[src/rtl/clock_pkg.sv]
// Shared types, terminal values and the BCD increment helper for the clock controller.
package clock_pkg;

    typedef enum logic [1:0] {
        RUN      = 2'b00,
        SET_HOUR = 2'b01,
        SET_MIN  = 2'b10
    } mode_t;

    localparam logic [7:0] HOUR_MAX_BCD = 8'h23;
    localparam logic [7:0] MIN_MAX_BCD  = 8'h59;
    localparam logic [7:0] SEC_MAX_BCD  = 8'h59;

    // Two-digit BCD increment; the terminal value wraps to 00.
    function automatic logic [7:0] bcd_inc(input byte unsigned value, input byte unsigned max);
        logic [7:0] v;
        v = value;
        if (v == max) begin
            return 8'h00;
        end else if (v[3:0] == 4'd9) begin
            return {v[7:4] + 4'd1, 4'd0};
        end else begin
            return {v[7:4], v[3:0] + 4'd1};
        end
    endfunction

endpackage

[src/rtl/clock_ctrl_if.sv]
// Tick, key and display signals between the clock controller and its surroundings.
interface clock_ctrl_if;
    import clock_pkg::*;

    logic       tick;
    logic       btn_mode_n;
    logic       btn_inc_n;
    logic       div_rst;
    mode_t      mode;
    logic [7:0] hour_bcd;
    logic [7:0] min_bcd;
    logic [7:0] sec_bcd;
    logic       blink;

    modport master (
        output tick, btn_mode_n, btn_inc_n,
        input  div_rst, mode, hour_bcd, min_bcd, sec_bcd, blink
    );

    modport slave (
        input  tick, btn_mode_n, btn_inc_n,
        output div_rst, mode, hour_bcd, min_bcd, sec_bcd, blink
    );

endinterface

[src/rtl/btn_debounce.sv]
// Key conditioner: 2-FF synchronizer, stable-level debounce counter, press edge detect.
module btn_debounce #(
    parameter int unsigned DEB_CYCLES = 1000000
) (
    input  logic clk_in,
    input  logic rst,
    input  logic btn_n,
    output logic press
);

    localparam int unsigned CNT_W = (DEB_CYCLES > 2) ? $clog2(DEB_CYCLES) : 1;
    localparam logic [CNT_W-1:0] CNT_LAST = CNT_W'(DEB_CYCLES - 1);

    logic             sync1;
    logic             sync2;
    logic             level;
    logic [CNT_W-1:0] cnt;

    // Synchronize, count consecutive samples differing from the accepted level, flip on the
    // last one and flag a press only when the new level is low.
    always_ff @(posedge clk_in) begin
        if (!rst) begin
            sync1 <= 1'b1;
            sync2 <= 1'b1;
            level <= 1'b1;
            cnt   <= '0;
            press <= 1'b0;
        end else begin
            sync1 <= btn_n;
            sync2 <= sync1;
            press <= 1'b0;
            if (sync2 != level) begin
                if (cnt == CNT_LAST) begin
                    level <= sync2;
                    cnt   <= '0;
                    press <= ~sync2;
                end else begin
                    cnt <= cnt + 1'b1;
                end
            end else begin
                cnt <= '0;
            end
        end
    end

endmodule

[src/rtl/clock_ctrl.sv]
// 24 h BCD timekeeper with a two-key set-mode FSM and divider re-phasing on exit from set mode.
module clock_ctrl
    import clock_pkg::*;
#(
    parameter int unsigned DEB_CYCLES = 1000000
) (
    input logic        clk_in,
    input logic        rst,
    clock_ctrl_if.slave bus
);

    logic       mode_press;
    logic       inc_press;
    mode_t      state;
    logic [7:0] hour;
    logic [7:0] min;
    logic [7:0] sec;
    logic       blink;
    logic       div_rst;

    btn_debounce #(.DEB_CYCLES(DEB_CYCLES)) u_deb_mode (
        .clk_in (clk_in),
        .rst    (rst),
        .btn_n  (bus.btn_mode_n),
        .press  (mode_press)
    );

    btn_debounce #(.DEB_CYCLES(DEB_CYCLES)) u_deb_inc (
        .clk_in (clk_in),
        .rst    (rst),
        .btn_n  (bus.btn_inc_n),
        .press  (inc_press)
    );

    // Mode FSM and time registers; a mode press wins over any tick or inc in the same cycle.
    always_ff @(posedge clk_in) begin
        if (!rst) begin
            state   <= RUN;
            hour    <= 8'h00;
            min     <= 8'h00;
            sec     <= 8'h00;
            blink   <= 1'b0;
            div_rst <= 1'b0;
        end else begin
            div_rst <= 1'b1;
            if (mode_press) begin
                blink <= 1'b0;
                unique case (state)
                    RUN: begin
                        state <= SET_HOUR;
                        sec   <= 8'h00;
                    end
                    SET_HOUR: state <= SET_MIN;
                    SET_MIN: begin
                        state   <= RUN;
                        div_rst <= 1'b0;  // restart the divider so the next second is full
                    end
                    default: state <= RUN;
                endcase
            end else begin
                unique case (state)
                    RUN: begin
                        blink <= 1'b0;
                        if (bus.tick) begin
                            sec <= bcd_inc(sec, SEC_MAX_BCD);
                            if (sec == SEC_MAX_BCD) begin
                                min <= bcd_inc(min, MIN_MAX_BCD);
                                if (min == MIN_MAX_BCD) begin
                                    hour <= bcd_inc(hour, HOUR_MAX_BCD);
                                end
                            end
                        end
                    end
                    SET_HOUR: begin
                        if (bus.tick) blink <= ~blink;
                        if (inc_press) hour <= bcd_inc(hour, HOUR_MAX_BCD);
                    end
                    SET_MIN: begin
                        if (bus.tick) blink <= ~blink;
                        if (inc_press) min <= bcd_inc(min, MIN_MAX_BCD);
                    end
                    default: begin
                        state <= RUN;
                        blink <= 1'b0;
                    end
                endcase
            end
        end
    end

    assign bus.mode     = state;
    assign bus.hour_bcd = hour;
    assign bus.min_bcd  = min;
    assign bus.sec_bcd  = sec;
    assign bus.blink    = blink;
    assign bus.div_rst  = div_rst;

endmodule

[src/flat_wrapper.sv]
// flat-port wrapper written by rule: the top's interface ports become plain ports
module clock_ctrl_flat import clock_pkg::*;
#(
    parameter int unsigned DEB_CYCLES = 1000000
)
  (clk_in, rst, bus_tick, bus_btn_mode_n, bus_btn_inc_n, bus_div_rst, bus_mode, bus_hour_bcd, bus_min_bcd, bus_sec_bcd, bus_blink);
  clock_ctrl_if bus_i ();
  input logic clk_in;
  input logic rst;
  input wire logic [$bits(bus_i.tick)-1:0] bus_tick;
  input wire logic [$bits(bus_i.btn_mode_n)-1:0] bus_btn_mode_n;
  input wire logic [$bits(bus_i.btn_inc_n)-1:0] bus_btn_inc_n;
  output wire logic [$bits(bus_i.div_rst)-1:0] bus_div_rst;
  output wire logic [$bits(bus_i.mode)-1:0] bus_mode;
  output wire logic [$bits(bus_i.hour_bcd)-1:0] bus_hour_bcd;
  output wire logic [$bits(bus_i.min_bcd)-1:0] bus_min_bcd;
  output wire logic [$bits(bus_i.sec_bcd)-1:0] bus_sec_bcd;
  output wire logic [$bits(bus_i.blink)-1:0] bus_blink;
  assign bus_i.tick = bus_tick;
  assign bus_i.btn_mode_n = bus_btn_mode_n;
  assign bus_i.btn_inc_n = bus_btn_inc_n;
  assign bus_div_rst = bus_i.div_rst;
  assign bus_mode = bus_i.mode;
  assign bus_hour_bcd = bus_i.hour_bcd;
  assign bus_min_bcd = bus_i.min_bcd;
  assign bus_sec_bcd = bus_i.sec_bcd;
  assign bus_blink = bus_i.blink;
  clock_ctrl #(.DEB_CYCLES(DEB_CYCLES)) u_core (.clk_in(clk_in), .rst(rst), .bus(bus_i));
endmodule
[config.mk]
export PLATFORM = sky130hd
export DESIGN_NAME = clock_ctrl_flat
export DESIGN_NICKNAME = d
export VERILOG_FILES = /design/src/rtl/clock_pkg.sv /design/src/rtl/clock_ctrl_if.sv /design/src/rtl/btn_debounce.sv /design/src/rtl/clock_ctrl.sv /design/src/flat_wrapper.sv
export SDC_FILE = /design/constraint.sdc
export NUM_CORES = 1
export LEC_CHECK = 0
export BUFFER_PORTS_ARGS = -buffer_cell sky130_fd_sc_hd__buf_2
export CORE_MARGIN = 10
export CORE_UTILIZATION = 30
export CTS_CLUSTER_SIZE = 25
export DETAILED_ROUTE_END_ITERATION = 10
export SKIP_CTS_REPAIR_TIMING = 1
export SLEW_MARGIN = 20
export SYNTH_ARGS = -nofsm -noshare
export SYNTH_HDL_FRONTEND = slang
export SYNTH_SLANG_ARGS = --single-unit
[constraint.sdc]
create_clock -name clk_in -period 2.3 [get_ports clk_in]
set_clock_uncertainty 0.05 [all_clocks]
set_input_delay 0 -clock clk_in [delete_from_list [all_inputs] [get_ports clk_in]]
set_output_delay 0 -clock clk_in [all_outputs]
set_load 0.01 [all_outputs]
==> flow_summary_export.csv <==
group,metric,value,unit
finish,antenna_cells,0,
worst_setup_path,critical_path_class,"reg -> reg",
floorplan,die_area,0.0175,sq mm
clocking,cts.path.max_buffers,2,
power,seq_power_share,0.445,
synthesis,avgSynthCellArea,8.77,sq um
power,swShare,0.196,
placed_design,port_buffers,32,
placed_design,gp_congestion,0.774,
finish,nets,500,
detailed_routing,drt-initial-drc-count,157,
detailed_routing,finalWirelength,8.37,mm
clocking,cts_root_buffer,"clkbuf_16",
detailed_routing,drc,0,
power,p_sw,0.589,mW
finish,fill_cells,1280,
global_routing,antenna_found_initial,0,
worst_setup_path,required,2.46,ns
power,peakVddDrop,425,uV
timing,min_period,2.03,ns
power,power.leakage,1.72,nW
placed_design,dpl.hpwl,6.07,mm
placed_design,post-place-ws,0.120,ns
detailed_routing,drt_first_pass_iters,4,
timing,maxSlewHeadroom,0.646,
detailed_routing,routedWlPerCell,12.9,microns
detailed_routing,viasPerCell,4.97,
finish,layout_commonest_cell,"dfxtp_1",
detailed_routing,vias,3228,
floorplan,die_x,132,microns
worst_setup_path,crit_family,"simple AND/OR/NAND/NOR gates",
detailed_routing,ant_nets,0,
timing,grt_setup_unrepaired,"false",
finish,drive_gt1_frac,0.156,
timing,slew_viol_final,0,
synthesis,synthCells,432,
power,clockPowerShare,0.531,
worst_setup_path,critical_path.n_buffers_inverters,1,
global_routing,met3_usage,0.0351,
timing,setup_viol,0,
clocking,cts_buffers,9,
power,comb_power_share,0.024,
floorplan,initial_core_util,0.310,
global_routing,grt_max_degree,21,
status,outcome,"finished, violations left",
timing,final_hold_viol_count,5,
clocking,cts_sinks,76,
finish,multi_input_area,0.00212,sq mm
floorplan,io_pins,33,
global_routing,grt-busiest-layer,"met2",
synthesis,ys_ff_latch,76,
finish,mostFrequentLayoutCells,"76 x dfxtp_1, 37 x nand2_1, 37 x nor2_1, 32 x buf_2, 25 x a21oi_1",
job,drv_cap,0,
global_routing,grt_util_met2,0.155,
clocking,clk_latency,0.34,ns
global_routing,grt_use_total,0.0947,
timing,tns,0,ns
worst_setup_path,cp_max_fo,20,
clocking,htree_levels,3,
floorplan,core.rowCount,40,
floorplan,coreArea,0.0122,sq mm
worst_setup_path,crit_arrival,2.19,ns
global_routing,grtUsageMet1,0.111,
finish,area.growth.synth_to_final,20.5,%
global_routing,grt_overflow,0,
power,total_power,3.00,mW
clocking,cts_tree,"yes",
worst_setup_path,worstPathCellList,"or4_1 > or4_1 > o211ai_2 > buf_12 > a21oi_1",
power,powerDensity,657,mW/mm^2
synthesis,syn-cell-area,0.00379,sq mm
synthesis,ys_seq_area_frac,0.402,
floorplan,die_h,132,microns
global_routing,grt_pass1_vias,3009,
finish,regArea,0.00152,sq mm
global_routing,grt_pass1_wl,14.1,mm
timing,tightestPinTransition,0.530,ns
worst_setup_path,critical_path.max_stage_delay,0.55,ns
worst_hold_path,min_path_type,"in -> reg",
worst_setup_path,endpoint_kind,"flop",
timing,setup_slack,0.271,ns
timing,fmax,493,MHz
synthesis,synth_edf_count,0,
synthesis,synth_nets,456,
status,violations,"hold timing",
timing,holdWs,-0.0117,ns
synthesis,yosysUniqueCellTypes,58,
timing,period_share,0.882,
worst_setup_path,cpMostUsedCell,"or4_1",
synthesis,synthesis.yosys.warnings,0,
synthesis,synthArstFlopShare,0,
worst_setup_path,start_kind,"flop",
clocking,clkSlewWorstSetupHoldPaths,0.06,ns
worst_setup_path,slowest_stage,"or4_1",
power,p_int,2.41,mW
synthesis,synth_ff_type,"dfxtp_1",
final timing paths:
kind / start / to / slack [ns] / cells past startpoint
max reg2reg: u_core.u_deb_mode.cnt[7] / u_core.u_deb_mode.cnt[15] / 0.27 / 5
min: rst / u_core.u_deb_mode.sync1 / -0.01 / 2
max: u_core.u_deb_mode.cnt[7] / u_core.u_deb_mode.cnt[15] / 0.27 / 5
min reg2reg: u_core.u_deb_inc.sync1 / u_core.u_deb_inc.sync2 / 0.36 / 1
layout make-up:
cell class                 count  area share
clock buffer                  11      0.0510
clock inverter                 5      0.0219
inverter                      20      0.0165
multi-input combinational    321       0.465
sequential                    76       0.333
tap                          168      0.0461
timing repair buffer          48      0.0658
cells in the mapped netlist, types with 2 or more instances:
| cell | number | share of area |
|---|---|---|
| nand3_1 | 23 | 0.030 |
| mux2i_1 | 10 | 0.026 |
| clkbuf_1 | 10 | 0.0099 |
| a211oi_1 | 2 | 0.0040 |
| buf_2 | 2 | 0.0026 |
| nand3b_1 | 11 | 0.022 |
| xor2_1 | 13 | 0.030 |
| or3_1 | 9 | 0.015 |
| dfxtp_1 | 76 | 0.40 |
| xnor2_1 | 11 | 0.025 |
| nor4b_1 | 5 | 0.012 |
| o21ai_0 | 16 | 0.021 |
| a31oi_1 | 4 | 0.0066 |
| ha_1 | 19 | 0.063 |
| a31o_2 | 2 | 0.0046 |
| nand2_1 | 37 | 0.037 |
| buf_4 | 2 | 0.0040 |
| or4_1 | 9 | 0.018 |
| nor3_1 | 11 | 0.015 |
| and3_1 | 4 | 0.0066 |
| nor2b_1 | 2 | 0.0033 |
| o211ai_2 | 2 | 0.0066 |
| and4_1 | 4 | 0.0092 |
| nand4b_1 | 2 | 0.0046 |
| and3b_1 | 2 | 0.0046 |
| nor2_1 | 37 | 0.037 |
| and2_1 | 2 | 0.0033 |
| a21oi_1 | 25 | 0.033 |
| nand4_1 | 11 | 0.018 |
| o31ai_1 | 5 | 0.0099 |
| nor4_1 | 6 | 0.0099 |
| o41ai_1 | 3 | 0.0069 |
| nand2b_1 | 9 | 0.015 |
| or4b_2 | 3 | 0.0079 |
| inv_1 | 20 | 0.020 |
through the flow:
step           instances  instance area [sq um]   util
3_3_place_gp         630                   4190  0.343
2_1_floorplan        432                   3790      -
5_1_grt              649                   4560  0.374
4_1_cts              646                   4530  0.371
6_report             649                   4560  0.374
3_5_place_dp         630                   4190  0.343
per-layer routing:
metal	up-vias	wire length, microns
li1	1655	-
met1	1522	3920
met2	44	4020
met3	7	346
met4	0	82
met5	-	0
sequential cells by signal, indices dropped and copies added (netlist names):
register / cells
u_core.u_deb_inc.level: 1
u_core.u_deb_mode.level: 1
u_core.bus.div_rst: 1
u_core.bus.blink: 1
u_core.u_deb_inc.cnt: 20
u_core.u_deb_inc.press: 1
u_core.u_deb_mode.sync1: 1
u_core.u_deb_mode.cnt: 20
u_core.u_deb_inc.sync2: 1
u_core.bus.mode: 2
u_core.bus.min_bcd: 8
u_core.u_deb_mode.sync2: 1
u_core.u_deb_mode.press: 1
u_core.bus.hour_bcd: 8
u_core.bus.sec_bcd: 8
u_core.u_deb_inc.sync1: 1
cells by family (layout without fill, tap and decap cells):
kind of cell,after synthesis,after routing,synth area share
muxes,10,10,0.0264
xor gates and xnor gates,24,24,0.0555
DFF,76,76,0.402
adders and majority gates,19,19,0.0628
AOI/OAI and AO/OA,71,71,0.122
and+or+nand+nor,197,197,0.292
buffers and inverters,35,84,0.0393
worst reg2reg max path, stage by stage (launching register included):
cell and delay, ns:
dfxtp_1 0.35, or4_1 0.55, or4_1 0.52, o211ai_2 0.21, buf_12 0.18, a21oi_1 0.05
power by group through the flow:
stage	combinational, mW	sequential, mW	clock [mW]
floorplan	0.0423	1.36	0
global placement	0.0672	1.36	0
detailed placement	0.0685	1.36	0
CTS	0.0689	1.33	1.64
global route	0.0802	1.34	1.70
finish	0.0716	1.33	1.59
Note: power is estimated with default switching activity, not from simulation.
